$ cat src/rtl/pacman_move_if.sv
// Bundle of the frame/direction inputs, maze probe port and sprite status outputs
// shared by the Pac-Man movement controller and its environment.
interface pacman_move_if;
  logic       frame_tick;
  logic       dir_valid;
  logic [1:0] dir_req;
  logic [7:0] maze_b;
  logic [9:0] probe_x;
  logic [8:0] probe_y;
  logic [9:0] pac_x;
  logic [8:0] pac_y;
  logic [1:0] dir_cur;
  logic       moving;
  logic       busy;

  modport master (
    output frame_tick, dir_valid, dir_req, maze_b,
    input  probe_x, probe_y, pac_x, pac_y, dir_cur, moving, busy
  );

  modport slave (
    input  frame_tick, dir_valid, dir_req, maze_b,
    output probe_x, probe_y, pac_x, pac_y, dir_cur, moving, busy
  );
endinterface

$ cat src/rtl/pacman_move_ctrl.sv
// Per-frame Pac-Man movement: probes the edge pixels ahead, then moves one pixel, falls back or stops.
// Optional feature: define PAC_TURN_BUFFER_EN to keep a blocked turn request pending across frames.
module pacman_move_ctrl #(
  parameter int MAZE_W  = 96,
  parameter int MAZE_H  = 72,
  parameter int SIZE    = 3,
  parameter int START_X = 6,
  parameter int START_Y = 6
) (
  input  logic         clk,
  input  logic         reset,
  pacman_move_if.slave bus
);
  typedef enum logic [1:0] {IDLE, PROBE_REQ, PROBE_CUR, COMMIT} state_t;

  localparam logic [1:0] DIR_RIGHT = 2'd0;
  localparam logic [1:0] DIR_LEFT  = 2'd1;
  localparam logic [1:0] DIR_UP    = 2'd2;
  localparam logic [1:0] DIR_DOWN  = 2'd3;

  localparam int              IDX_W    = (SIZE > 1) ? $clog2(SIZE) : 1;
  localparam logic [IDX_W-1:0] IDX_LAST = IDX_W'(SIZE - 1);

  typedef struct packed {
    logic [9:0] x;
    logic [8:0] y;
    logic       oob;
  } pixel_t;

  // Coordinates are widened by one bit so that pac-1 at the origin goes negative instead of wrapping.
  function automatic pixel_t edge_pixel(input logic [1:0] dir, input logic [IDX_W-1:0] idx,
                                        input logic [9:0] px, input logic [8:0] py);
    logic [10:0] x;
    logic [9:0]  y;
    pixel_t      p;
    x = {1'b0, px};
    y = {1'b0, py};
    case (dir)
      DIR_RIGHT: begin x = x + 11'(SIZE); y = y + 10'(idx);  end
      DIR_LEFT:  begin x = x - 11'd1;     y = y + 10'(idx);  end
      DIR_UP:    begin x = x + 11'(idx);  y = y - 10'd1;     end
      default:   begin x = x + 11'(idx);  y = y + 10'(SIZE); end
    endcase
    p.x   = x[9:0];
    p.y   = y[8:0];
    p.oob = x[10] | y[9] | (x[9:0] >= 10'(MAZE_W)) | (y[8:0] >= 9'(MAZE_H));
    return p;
  endfunction

  state_t           state, state_n;
  logic [IDX_W-1:0] idx, idx_n;
  logic             blocked, blocked_n;
  logic [1:0]       try_dir, try_dir_n;
  logic             take_pend, take_pend_n;
  logic             pend_valid;
  logic [1:0]       pend_dir;
  logic [9:0]       probe_x, pac_x;
  logic [8:0]       probe_y, pac_y;
  logic             probe_oob;
  logic [1:0]       dir_cur;
  logic             moving;
  logic             hit, load_probe, do_commit, do_stop, pend_clr;
  pixel_t           probe_pix;

  assign hit = blocked | probe_oob | (bus.maze_b == 8'hFF);

  // NOTE: every variable gets a default before the case so no path can infer a latch.
  always_comb begin
    state_n     = state;
    idx_n       = idx;
    blocked_n   = blocked;
    try_dir_n   = try_dir;
    take_pend_n = take_pend;
    load_probe  = 1'b0;
    do_commit   = 1'b0;
    do_stop     = 1'b0;
    case (state)
      IDLE: begin
        if (bus.frame_tick) begin
          idx_n      = '0;
          blocked_n  = 1'b0;
          load_probe = 1'b1;
          if (pend_valid && (pend_dir != dir_cur)) begin
            state_n     = PROBE_REQ;
            try_dir_n   = pend_dir;
            take_pend_n = 1'b1;
          end else begin
            state_n     = PROBE_CUR;
            try_dir_n   = dir_cur;
            take_pend_n = 1'b0;
          end
        end
      end
      PROBE_REQ, PROBE_CUR: begin
        if (idx != IDX_LAST) begin
          idx_n      = idx + IDX_W'(1);
          blocked_n  = hit;
          load_probe = 1'b1;
        end else if (!hit) begin
          state_n = COMMIT;
        end else if (state == PROBE_REQ) begin
          state_n     = PROBE_CUR;
          try_dir_n   = dir_cur;
          take_pend_n = 1'b0;
          idx_n       = '0;
          blocked_n   = 1'b0;
          load_probe  = 1'b1;
        end else begin
          state_n = IDLE;
          do_stop = 1'b1;
        end
      end
      default: begin
        state_n   = IDLE;
        do_commit = 1'b1;
      end
    endcase
    probe_pix = edge_pixel(try_dir_n, idx_n, pac_x, pac_y);
  end

`ifdef PAC_TURN_BUFFER_EN
  assign pend_clr = do_commit & take_pend;
`else
  assign pend_clr = do_commit | do_stop;
`endif

  // NOTE: sequential state uses non-blocking assignments so all registers update from pre-edge values.
  always_ff @(posedge clk) begin
    if (reset) begin
      state      <= IDLE;
      idx        <= '0;
      blocked    <= 1'b0;
      try_dir    <= DIR_RIGHT;
      take_pend  <= 1'b0;
      pend_valid <= 1'b0;
      pend_dir   <= DIR_RIGHT;
      probe_x    <= '0;
      probe_y    <= '0;
      probe_oob  <= 1'b0;
      pac_x      <= 10'(START_X);
      pac_y      <= 9'(START_Y);
      dir_cur    <= DIR_RIGHT;
      moving     <= 1'b0;
    end else begin
      state     <= state_n;
      idx       <= idx_n;
      blocked   <= blocked_n;
      try_dir   <= try_dir_n;
      take_pend <= take_pend_n;
      if (load_probe) begin
        probe_x   <= probe_pix.x;
        probe_y   <= probe_pix.y;
        probe_oob <= probe_pix.oob;
      end
      if (do_commit) begin
        case (try_dir)
          DIR_RIGHT: pac_x <= pac_x + 10'd1;
          DIR_LEFT:  pac_x <= pac_x - 10'd1;
          DIR_UP:    pac_y <= pac_y - 9'd1;
          default:   pac_y <= pac_y + 9'd1;
        endcase
        dir_cur <= try_dir;
        moving  <= 1'b1;
      end
      if (do_stop) moving <= 1'b0;
      // A new request in the same cycle as a clear wins.
      if (bus.dir_valid) begin
        pend_valid <= 1'b1;
        pend_dir   <= bus.dir_req;
      end else if (pend_clr) begin
        pend_valid <= 1'b0;
      end
    end
  end

  assign bus.probe_x = probe_x;
  assign bus.probe_y = probe_y;
  assign bus.pac_x   = pac_x;
  assign bus.pac_y   = pac_y;
  assign bus.dir_cur = dir_cur;
  assign bus.moving  = moving;
  assign bus.busy    = (state != IDLE);
endmodule
$ cat src/flat_wrapper.sv
// flat-port wrapper written by rule: the top's interface ports become plain ports
module pacman_move_ctrl_flat 
#(
  parameter int MAZE_W  = 96,
  parameter int MAZE_H  = 72,
  parameter int SIZE    = 3,
  parameter int START_X = 6,
  parameter int START_Y = 6
)
  (clk, reset, bus_frame_tick, bus_dir_valid, bus_dir_req, bus_maze_b, bus_probe_x, bus_probe_y, bus_pac_x, bus_pac_y, bus_dir_cur, bus_moving, bus_busy);
  pacman_move_if bus_i ();
  input  logic clk;
  input  logic reset;
  input wire logic [$bits(bus_i.frame_tick)-1:0] bus_frame_tick;
  input wire logic [$bits(bus_i.dir_valid)-1:0] bus_dir_valid;
  input wire logic [$bits(bus_i.dir_req)-1:0] bus_dir_req;
  input wire logic [$bits(bus_i.maze_b)-1:0] bus_maze_b;
  output wire logic [$bits(bus_i.probe_x)-1:0] bus_probe_x;
  output wire logic [$bits(bus_i.probe_y)-1:0] bus_probe_y;
  output wire logic [$bits(bus_i.pac_x)-1:0] bus_pac_x;
  output wire logic [$bits(bus_i.pac_y)-1:0] bus_pac_y;
  output wire logic [$bits(bus_i.dir_cur)-1:0] bus_dir_cur;
  output wire logic [$bits(bus_i.moving)-1:0] bus_moving;
  output wire logic [$bits(bus_i.busy)-1:0] bus_busy;
  assign bus_i.frame_tick = bus_frame_tick;
  assign bus_i.dir_valid = bus_dir_valid;
  assign bus_i.dir_req = bus_dir_req;
  assign bus_i.maze_b = bus_maze_b;
  assign bus_probe_x = bus_i.probe_x;
  assign bus_probe_y = bus_i.probe_y;
  assign bus_pac_x = bus_i.pac_x;
  assign bus_pac_y = bus_i.pac_y;
  assign bus_dir_cur = bus_i.dir_cur;
  assign bus_moving = bus_i.moving;
  assign bus_busy = bus_i.busy;
  pacman_move_ctrl #(.MAZE_W(MAZE_W), .MAZE_H(MAZE_H), .SIZE(SIZE), .START_X(START_X), .START_Y(START_Y)) u_core (.clk(clk), .reset(reset), .bus(bus_i));
endmodule
$ cat config.mk
export PLATFORM = sky130hd
export DESIGN_NAME = pacman_move_ctrl_flat
export DESIGN_NICKNAME = d
export VERILOG_FILES = /design/src/rtl/pacman_move_if.sv /design/src/rtl/pacman_move_ctrl.sv /design/src/flat_wrapper.sv
export SDC_FILE = /design/constraint.sdc
export NUM_CORES = 1
export LEC_CHECK = 0
export ABC_AREA = 0
export CORE_UTILIZATION = 58
export CTS_CLUSTER_DIAMETER = 30
export DETAILED_ROUTE_END_ITERATION = 6
export DONT_BUFFER_PORTS = 1
export PLACE_DENSITY = 0.84
export SYNTH_ARGS = -nofsm -noshare
export SYNTH_HDL_FRONTEND = slang
export SYNTH_SLANG_ARGS = --single-unit
$ cat constraint.sdc
create_clock -name clk -period 3.6 [get_ports clk]
set_input_delay 0.54 -clock clk [delete_from_list [all_inputs] [get_ports clk]]
set_output_delay 0.54 -clock clk [all_outputs]
set_load 0.02 [all_outputs]
* Yosys cells after proc, flatten, opt, wreduce, memory -nomap -nowiden *
Index checks and enable logic that the tools add are counted.

storage, ports and cells
  register bits after elaboration = 52
  input bits = 14
  output and inout port bits = 42
  logic and storage cells = 102

cells by class
  $add $sub $neg = 11
  order comparisons = 2
  equal/unequal tests = 13
  mux-type cells = 38
  bitwise logic cells = 8
  reductions and logical operators = 17

operators with widths
  kind                     count
  $pmux W10 S2             2
  $mux W2                  14
  $pmux W11 S2             1
  $pmux W9 S2              1
  $mux W1                  15
  $pmux W2 S2              3
  $add A10 B2 Y11          1
  $add A10 B2 Y11 const B  1
  $sub A10 B1 Y11 const B  1
  $add A10 B1 Y10 const B  1
  $add A9 B2 Y10           1
  $add A9 B2 Y10 const B   1
  $ge A10 B7 Y1 const B    1
  $sub A10 B1 Y10 const B  1
  $sub A9 B1 Y10 const B   1
  $add A9 B1 Y9 const B    1
  $ge A9 B7 Y1 const B     1
  $sub A9 B1 Y9 const B    1
  $eq A8 B8 Y1 const B     1
  $reduce_bool A2 Y1       4
  $reduce_or A2 Y1         4
  $eq A2 B1 Y1 const B     3
  $eq A2 B2 Y1 const B     3
  $logic_not A2 Y1         3
  11 further kinds         23

* Longest topological paths before layout *
Gate-level depths: netlist of the first run.

  depth after elaboration = 11
  mapped depth = 19
  mapped depth without buffers = 17

* Least setup slack after synthesis of the first run *
OpenSTA, ideal clock, no wires.

  path type = input-to-reg
  from = input port bus_maze_b[6]
  to = register u_core.probe_oob
  setup time = 0.125 ns
  arrival = 3.712 ns
  data required time = 3.475 ns
  setup slack = -0.237 ns
  stages = 15
  buffers on the path = 0
  cell sequence = nand4_1 -> o21ai_2 -> nand3_1 -> a21o_1 -> a221oi_4 -> mux2_2 -> ha_1 -> nor2_1 -> a211oi_1 -> or4_1 -> a21oi_2 -> xnor2_1 -> nor4bb_1 -> and4_1 -> a31oi_1

between the ends
  cells in the longest elaborated chain, start to end = 11
  elaborated cells on any way between the ends = 24
  those cells by class = add/sub: 2; order compare: 2; eq/ne: 3; mux: 11; bitwise: 4; reduce/logical: 2

RTL lines
  what                                                     RTL line                 source
  start: declaration                                       flat_wrapper.sv:17       input wire logic [$bits(bus_i.maze_b)-1:0] bus_maze_b;
  $eq A8 B8 Y1 *                                           pacman_move_ctrl.sv:65   assign hit = blocked | probe_oob | (bus.maze_b == 8'hFF);
  $or A1 B1 Y1 *                                           pacman_move_ctrl.sv:65
  branches (longest 9 deep; another with $add A10 B2 Y11)  --
  end signal: assignment                                   pacman_move_ctrl.sv:153  probe_oob <= probe_pix.oob;
  end: declaration                                         pacman_move_ctrl.sv:59   logic probe_oob;

Mark *: on every way between the ends.
A chain may end at the register's enable or synchronous reset.

* Worst setup path after layout of the first run *
  from = register u_core.state[0]
  to = register u_core.probe_oob

between the ends
  cells in the longest elaborated chain, start to end = 11
  elaborated cells on any way between the ends = 29
  those cells by class = add/sub: 2; order compare: 2; eq/ne: 4; mux: 14; bitwise: 3; reduce/logical: 4

RTL lines
  what                                                      RTL line                 source
  start: declaration                                        pacman_move_ctrl.sv:50   state_t state, state_n;
  start signal: assignment                                  pacman_move_ctrl.sv:145  state <= state_n;
  branches (longest 11 deep; another with $add A10 B2 Y11)  --

Parallel ways; which one is timed is not known.

==> results.toml, run 1 <==
[grt]
grt_overflow = 0
grt_pass1_vias = 3112
grt_start_max_net_pins = 53
grt_first_pass_wirelength_mm = 14.0
track_usage_pct = 27.8
antenna_found_initial = 0

[clocking]
clk_latency_ns = 0.32
path_clk_slew_ns = 0.10
cts_buffers = 5
clock_path_buffers = 2
postCtsHoldBufs = 0
root_buffer = "clkbuf_8"
cts_tree = "yes"
cts_sinks = 52
htreeDepth = 2

[detailed_routing]
vias = 3360
post-route-drc-count = 0
drtPass1Iterations = 5
wl_per_cell_um = 16.9
drtIter0Drc = 235
drtAntennaViolNets = 0
wirelength_mm = 9.25
via_per_inst = 6.13

[critical_path]
reg2reg_from = "u_core.state[0]"
cp-start-kind = "flip-flop"
crit_type = "reg -> reg"
critPathRequiredTime_ns = 3.81
critPathCaptureType = "flip-flop"
arrival_ns = 3.93
setup.worst_path.start = "u_core.state[0]"
crit_fanout = 6

[floorplanning]
dieArea_um2 = 6460
start_util_pct = 60.2
fp-row-count = 28
design.core.area_um2 = 5920
die_h_um = 80.4
die_w_um = 80.4
ios = 56

[logic_synthesis]
yosysWarnings = 0
ys.flop_type = "dfxtp_1"
yosysTopAreaCell = "dfxtp_1"
synth.distinct_cells = 48
synthCells = 423
netlist.area_leader.share_pct = 29.2
synthesis.nets = 479
synthArstFlopShare_pct = 0
syn_avg_cell_area_um2 = 8.42
synth_edf_count = 0
ys_seq_elements = 52
synth_area_um2 = 3560
synthTopCellsByArea = "dfxtp_1, ha_1, mux2i_1"
yosysSeqAreaShare_pct = 29.2

[hold_path]
worstHoldStart = "reset"
min-delay-path-class = "in -> reg"

[sta]
max_freq_ghz = 0.269
period_minus_slack_ns = 3.72
clock_skew_ns = 0.00574
fin_ws_ns = -0.117
slew_viol_final = 0
hold_violations = 0
tightest_slew_ns = 0.613
setup_violations = 1
rsz0062_at_grt = "yes"
tns_ns = -0.117
slew_headroom_pct = 59.1
fin_crit_sh_pct = 103

[power]
p_leak_nw = 1.99
ir_worst_vdd_mv = 0.687
p_per_area_nw_per_um2 = 985

[finish]
final_util_pct = 73.2
fin_cells = 548
nets = 528
layout-drive-gt1-share_pct = 22.8
insertedDiodeCount = 0
synthToLayoutAreaGrowth_pct = 21.7
stdcell_area_um2 = 4340

[place]
placed_area_um2 = 3970
place_ws_ns = -0.269
dp_cells = 528
hpwl_mm = 6.25
io_buffer_count = 0
place_congestion = 0.884

[status]
status = "complete, but fails checks"
violations = "setup timing"

[job]
cap_violations = 0
==> what timing repair did <==
| action | in CTS | in global routing |
|---|---|---|
| resized for setup | 15 | 28 |
| setup endpoints to repair | 2 | 3 |
| pin swaps | 9 | 18 |
| setup buffers | 3 | 9 |
| endpoints found under the hold margin | 0 | 0 |
==> registers in the layout, summed over array words and instances (netlist names) <==
register and count:
u_core.bus.pac_x 10, u_core.pend_valid 1, u_core.bus.dir_cur 2, u_core.bus.pac_y 9
u_core.try_dir 2, u_core.bus.probe_x 10, u_core.idx 2, u_core.probe_oob 1
u_core.bus.probe_y 9, u_core.blocked 1, u_core.state 2, u_core.bus.moving 1
u_core.pend_dir 2
==> per-layer routing <==
metal	wire length, µm	part of all wire (%)	up-vias	track usage (%)
li1	-	-	1588	-
met1	3750	41	1606	33.1
met2	4540	49	138	47.0
met3	674	7.3	28	7.16
met4	285	3.1	0	11.8
met5	0	0	-	0
==> report_power, final <==
part           internal (mW)  leakage [nW]  switching, mW
sequential             0.700         0.426          0.192
combinational           1.54          1.51           1.48
clock                  0.154        0.0510          0.203
total                   2.40          1.99           1.87
==> final timing paths <==
kind / to / slack [ns] / cells after the start
max: u_core.probe_oob / -0.12 / 16
max reg2reg: u_core.probe_oob / -0.12 / 16
min reg2reg: u_core.blocked / 0.50 / 2
min: u_core.state[1] / 0.28 / 1
==> cell type report <==
class                      instances  area [µm²]
multi-input combinational        336        2600
fill                             419        1590
sequential                        52        1050
timing repair buffer              56         420
tap                               75        93.8
inverter                          21        83.8
clock buffer                       6        82.6
clock inverter                     2        10.0
==> per-stage QoR <==
stage,power [mW],hold WS (ns)
2_1_floorplan,2.48,0.450
3_3_place_gp,3.23,0.453
3_5_place_dp,3.32,0.468
4_1_cts,3.81,0.278
5_1_grt,4.53,0.261
6_report,4.27,0.276
==> cell families after synthesis <==
kind of cell | count (synthesis) | synth area share, %
XOR/XNOR | 32 | 7.87
buffers and inverters | 35 | 3.79
multiplexers | 24 | 6.78
flip-flops | 52 | 29.2
AND/OR/NAND/NOR | 135 | 17.9
AO/OA/AOI/OAI | 103 | 18.9
adder cells (fa/ha/maj) | 42 | 15.6
==> cells in the mapped netlist (2+ instances only) <==
cell,instances
xnor2_1,16
o2111ai_1,3
ha_1,38
nand4_1,4
a21oi_1,34
or2_2,2
dfxtp_1,52
a21o_1,9
buf_2,3
inv_1,21
or4_1,2
nand3_1,8
a32oi_1,2
nor3_1,5
nand2_1,30
clkbuf_1,10
o31ai_1,3
fa_1,4
o21ai_0,17
mux2i_1,23
a211oi_1,6
a21oi_2,3
and2_1,2
a21boi_0,2
o21bai_1,3
a211o_1,3
nor2_1,54
nor2b_1,9
o21a_1,5
a31oi_1,6
xor2_1,16
nand2b_1,10
nand3b_1,3
==> layout by cell type, fill, tap and decap left out, drive strengths merged, types with 2 or more instances in the layout <==
cell	n
fa	4
nor2	54
a211oi	6
nand3	8
o2111ai	3
clkinv	2
nand4	4
or2	2
xor2	16
a32oi	2
a21o	9
a21boi	2
a31oi	6
or4	2
o21a	5
and2	2
buf	56
nor3	5
inv	21
clkbuf	6
nand2	30
ha	38
o21ai	19
dfxtp	52
a21oi	37
nand2b	10
o21bai	3
a211o	3
o31ai	3
mux2i	23
nor2b	9
nand3b	3
xnor2	16
nor4	2
==> critical path, stage by stage, from the launching register on <==
cell	delay [ns]
dfxtp_2	0.38
buf_4	0.13
ha_4	0.14
nand3_1	0.12
a21o_1	0.24
a221oi_4	0.34
mux2_4	0.40
ha_4	0.27
nor2_4	0.09
a211oi_2	0.05
or4_4	0.56
a21oi_4	0.19
buf_4	0.14
o21ai_0	0.09
mux2i_1	0.19
xor2_1	0.18
a31oi_1	0.09
No activity file was read; power rests on OpenSTA's default activity.
==> run 2: changes to the inputs <==
Settings changed: CORE_ASPECT_RATIO set to 1.1.
==> run 2 against run 1 <==
Effect of this change:
- combinational power shrank 7.9%
- highest routed layer unchanged
- sequential power hardly changed
- register-to-register slack better by 0.02 ns
- clock skew grew 0.00076 ns
- largest power group unchanged
- maximum frequency up 0.67%
- the run still ends with setup timing left
==> results.toml, run 2 (synthesis gave the netlist of run 1 again) <==
[finish]
layout-drive-gt1-share_pct = 18.9
reg_top3 = "u_core.bus.pac_x (10), u_core.bus.probe_x (10)"
final_cell_mix = "nor2_1, buf_4, dfxtp_1"
nFillCells = 408
nets = 522
final_common_cell = "nor2_1"
insertedDiodeCount = 0
fin_cells = 543
final_util_pct = 71.9
synthToLayoutAreaGrowth_pct = 17.8

[detailed_routing]
wl_met1_mm = 3.54
wirelength_mm = 8.96
post-route-drc-count = 0
wl_per_cell_um = 16.5
via_per_inst = 5.92
drtPass1Iterations = 4
top_layer = "met4"
routed-wl-met2_mm = 4.63
drtAntennaViolNets = 0
dr_wl_met3_um = 455
vias = 3213
drtIter0Drc = 159

[critical_path]
cp_slowest_stage_delay_ns = 0.43
crit_buf_inv = 1
crit_type = "reg -> reg"
critPathCaptureType = "flip-flop"
arrival_ns = 3.89
critPathTopFamily = "simple AND/OR/NAND/NOR gates"
cp-start-kind = "flip-flop"
critical-path-slowest-cell = "or4_1"
crit_fanout = 9
critPathRequiredTime_ns = 3.80
path_cells = "ha_2 > nor2_1 > nand2_1 > o21ai_1 > a22oi_1 > ha_1 > buf_4 > mux2_4 > ha_4 > nor2_4 > a211oi_2 > or4_1 > a21oi_2 > xnor2_1 > nor4bb_1 > and4_1 > a31oi_1"

[grt]
track_usage_pct = 27.4
grt_overflow = 0
grt_first_pass_wirelength_mm = 14.3
grt_start_max_net_pins = 53
grt_pass1_vias = 3248
antenna_found_initial = 0

[place]
place_congestion = 0.912
io_buffer_count = 0
dp_cells = 529
hpwl_mm = 6.43
place_ws_ns = -0.142

[sta]
hold_violations = 0
tns_ns = -0.0922
slew_viol_final = 0
tightest_slew_ns = 0.587
slew_headroom_pct = 60.8
fin_crit_sh_pct = 103
max_freq_ghz = 0.271
clock_skew_ns = 0.00651
setup_violations = 1
fin_ws_ns = -0.0922
period_minus_slack_ns = 3.69
rsz0062_at_grt = "yes"

[clocking]
clk_latency_ns = 0.31
cts_tree = "yes"
path_clk_slew_ns = 0.09
postCtsHoldBufs = 0
root_buffer = "clkbuf_8"
htreeDepth = 2
cts_sinks = 52
clock_path_buffers = 2
cts_buffers = 5

[floorplanning]
ios = 56
start_util_pct = 61.0
die_h_um = 84.2
die_w_um = 76.7
dieArea_um2 = 6460
fp-row-count = 29
design.core.area_um2 = 5840

[power]
p_per_area_nw_per_um2 = 951
ir_worst_vdd_mv = 0.774
p_leak_nw = 1.93
p_total_mw = 3.99

[status]
violations = "setup timing"
status = "complete, but fails checks"

[hold_path]
min-delay-path-class = "in -> reg"

[job]
cap_violations = 0
==> run 2: cell count changes in the layout (fill, tap and decap cells not counted), moves of 2 or more <==
cell | before | now
buf_4 | 56 | 50
ha_4 | 5 | 3
inv_2 | 0 | 2
inv_4 | 2 | 0
xnor2_1 | 13 | 15
xnor2_2 | 3 | 1
==> run 2: cell type report <==
| type | count | area, µm² | area share [%] |
|---|---|---|---|
| clock buffer | 6 | 72.6 | 1.73 |
| clock inverter | 1 | 5.00 | 0.119 |
| inverter | 21 | 82.6 | 1.97 |
| multi-input combinational | 336 | 2520 | 60.0 |
| sequential | 52 | 1050 | 24.9 |
| tap | 77 | 96.3 | 2.30 |
| timing repair buffer | 50 | 375 | 8.94 |
==> run 2: timing repair <==
action | CTS | global route
gates cloned | 0 | 0
endpoints found under the setup margin | 3 | 5
gates resized for setup | 7 | 18
setup buffers | 1 | 7
endpoints found under the hold margin | 0 | 0
pin swaps | 4 | 11
==> run 2: worst paths after layout <==
kind	cells after the start	endpoint	start	slack [ns]
max reg2reg	17	u_core.probe_oob	u_core.state[0]	-0.09
min reg2reg	2	u_core.blocked	u_core.blocked	0.47
max	17	u_core.probe_oob	u_core.state[0]	-0.09
min	1	u_core.state[0]	reset	0.28
==> run 2: layer usage <==
| metal | track usage, % | vias to the layer above |
|---|---|---|
| met4 | 14.5 | 0 |
| met1 | 29.8 | 1512 |
| met3 | 5.87 | 33 |
| met5 | 0 | - |
| met2 | 49.7 | 97 |
| li1 | - | 1571 |
==> run 2: worst reg2reg max path: stages (launching register included) <==
cell      delay, ns
dfxtp_4        0.37
ha_2           0.26
nor2_1         0.19
nand2_1        0.11
o21ai_1        0.12
a22oi_1        0.12
ha_1           0.23
buf_4          0.15
mux2_4         0.31
ha_4           0.21
nor2_4         0.13
a211oi_2       0.09
or4_1          0.43
a21oi_2        0.21
xnor2_1        0.12
nor4bb_1       0.24
and4_1         0.22
a31oi_1        0.08
==> run 2: metrics by stage <==
stage | hold WS (ns) | instance area (µm²)
after floorplan | 0.450 | 3610
after global placement | 0.457 | 3970
after detailed placement | 0.472 | 3970
after CTS | 0.282 | 4080
after global routing | 0.274 | 4200
final | 0.277 | 4200
==> run 2: power breakdown <==
group | internal (mW) | switching, mW | total [mW]
Sequential | 0.699 | 0.192 | 0.892
Clock | 0.133 | 0.192 | 0.325
Combinational | 1.40 | 1.38 | 2.78
Total | 2.23 | 1.76 | 3.99
==> run 3: changes to the inputs <==
Settings changed: ABC_AREA 0 to 1.
==> run 3 against run 2 <==
Effect of this change:
- largest cell class unchanged
- design area fell by 1.8%
- synthesized cell count rose by 27%
- clock power up 25%
- the flow now finishes without violations
- critical endpoint unchanged
- via count is 12% higher
- combinational power rose by 9.4%
- synthesized area rose by 6.0%
==> results.toml, run 3 <==
[status]
status = "complete, no violations"

[place]
io_buffer_count = 0
hpwl_mm = 6.72
place_congestion = 0.903

[logic_synthesis]
synthTopCellsByArea = "dfxtp_1, ha_1, nand2_1"
synthesis.nets = 593
yosysTopAreaCell = "dfxtp_1"
yosysMostFrequentCell = "nand2_1"
synth.distinct_cells = 47
yosysSeqAreaShare_pct = 27.6
synth_area_um2 = 3770
synthCells = 537
synth_edf_count = 0
yosysWarnings = 0
ys.flop_type = "dfxtp_1"
syn_avg_cell_area_um2 = 7.03
netlist.area_leader.share_pct = 27.6
ys_seq_elements = 52
ys_top_cells_by_count = "nand2_1, inv_1, nor2_1"
synthArstFlopShare_pct = 0

[clocking]
clock_path_buffers = 2
cts_buffers = 5
postCtsHoldBufs = 0
cts_tree = "yes"
root_buffer = "clkbuf_8"
path_clk_slew_ns = 0.10
cts_sinks = 52
htreeDepth = 2
clk_latency_ns = 0.31

[detailed_routing]
drtAntennaViolNets = 0
wl_per_cell_um = 14.5
vias = 3595
wirelength_mm = 9.07
drtIter0Drc = 169
via_per_inst = 5.74
post-route-drc-count = 0
drtPass1Iterations = 5

[finish]
nFillCells = 522
reg_top3 = "u_core.bus.pac_x (10), u_core.bus.probe_x (10)"
multi_input_area_um2 = 2490
synthToLayoutAreaGrowth_pct = 9.18
final_cell_mix = "nand2_1, nor2_1, inv_1"
insertedDiodeCount = 0
final_common_cell = "nand2_1"
nets = 601
final_util_pct = 66.1
regArea_um2 = 1040
layout-drive-gt1-share_pct = 12.3

[critical_path]
cp-start-kind = "flip-flop"
critPathCaptureType = "flip-flop"
cp.depth = 22
critPathTopFamily = "simple AND/OR/NAND/NOR gates"
timing.rr.end = "u_core.probe_oob"
crit_buf_inv = 4
arrival_ns = 3.58
crit_type = "reg -> reg"
setup.worst_path.start = "u_core.state[1]"
reg2reg_depth = 22
regToRegSetupSlack_ns = 0.22
critical-path-slowest-cell = "dfxtp_2"
crit_fanout = 7
critPathRequiredTime_ns = 3.80
cp-endpoint = "u_core.probe_oob"
reg2reg_from = "u_core.state[1]"
cp_slowest_stage_delay_ns = 0.36
path_cells = "inv_1 > ha_1 > a21oi_2 > o21bai_1 > a32o_1 > inv_1 > ha_4 > nand2_1 > nand2_4 > ha_1 > inv_1 > o21ai_1 > nor2_1 > nand2_1 > xor2_1 > inv_1 > nand2_1 > nand3_1 > nor2_1 > nand3_1 > nor2_1 > nor2_1"

[hold_path]
min-delay-path-class = "in -> reg"

[power]
ir_worst_vdd_mv = 0.649
p_total_mw = 4.36
p_leak_nw = 2.07
p_per_area_nw_per_um2 = 1060

[grt]
grt_pass1_vias = 3337
grt_first_pass_wirelength_mm = 14.7
antenna_found_initial = 0
grt_start_max_net_pins = 33
track_usage_pct = 27.0
grt_overflow = 0

[sta]
setup_violations = 0
clock_skew_ns = 0.00767
tightest_slew_ns = 0.592
max_freq_ghz = 0.296
fin_crit_sh_pct = 93.9
slew_headroom_pct = 60.5
slew_viol_final = 0
period_minus_slack_ns = 3.38
hold_violations = 0

[floorplanning]
die_h_um = 86.6
design.core.area_um2 = 6230
ios = 56
dieArea_um2 = 6840
start_util_pct = 60.6
fp-row-count = 30
die_w_um = 78.9

[job]
cap_violations = 0
run 3: area by class of cell:
type | count | share of cell area (%)
Multi-Input combinational cell | 399 | 60.4
Sequential cell | 52 | 25.3
Inverter | 74 | 6.80
Tap cell | 80 | 2.43
Timing Repair Buffer | 13 | 2.37
Clock buffer | 5 | 1.67
Clock inverter | 3 | 1.03
run 3: cell families after synthesis:
logic type               after synthesis  share of synthesized area [%]
flip-flops                            52                           27.6
XOR/XNOR                              22                           5.10
buffers and inverters                 86                           9.18
AO/OA/AOI/OAI                        122                           19.0
AND/OR/NAND/NOR                      212                           24.2
adder cells (fa/ha/maj)               42                           14.7
multiplexers                           1                          0.265
run 3: how the worst min path moves through the flow:
stage                   startpoint                     to  slack [ns]  cells past startpoint
finish                       reset  u_core.bus.probe_x[2]        0.29                      1
detailed placement  u_core.blocked         u_core.blocked        0.45                      2
CTS                          reset  u_core.bus.probe_y[7]        0.29                      1
global route                 reset  u_core.bus.probe_x[2]        0.27                      1
global placement    u_core.blocked         u_core.blocked        0.45                      2
floorplan           u_core.blocked         u_core.blocked        0.44                      2
run 3: metal layers:
metal	track usage, %	vias up	part of all wire (%)
met5	0	-	0
met4	8.26	0	2.3
met3	6.53	24	7.8
met2	49.6	121	49
met1	30.6	1671	41
li1	-	1779	-
run 3: stage by stage:
step / TNS (ns) / cells / setup WS [ns] / hold slack, ns / cell area, µm²
6_report: 0 / 626 / 0.221 / 0.288 / 4120
4_1_cts: 0 / 623 / 0.0288 / 0.286 / 4000
3_5_place_dp: -0.0203 / 615 / -0.0203 / 0.453 / 3880
5_1_grt: -0.0173 / 626 / -0.0173 / 0.274 / 4120
3_3_place_gp: 0 / 615 / 0.149 / 0.448 / 3880
2_1_floorplan: 0 / 537 / 0.379 / 0.444 / 3770
run 3: power breakdown:
| group | internal [mW] | leakage, nW | switching [mW] |
|---|---|---|---|
| Combinational | 1.17 | 1.59 | 1.87 |
| Clock | 0.206 | 0.0541 | 0.200 |
| Sequential | 0.711 | 0.426 | 0.205 |
| Total | 2.08 | 2.07 | 2.28 |
run 3: timing repair:
item | CTS | global route
buffers inserted | 0 | 3
setup endpoints to repair | 1 | 2
pin swaps | 0 | 2
resized for setup | 1 | 25
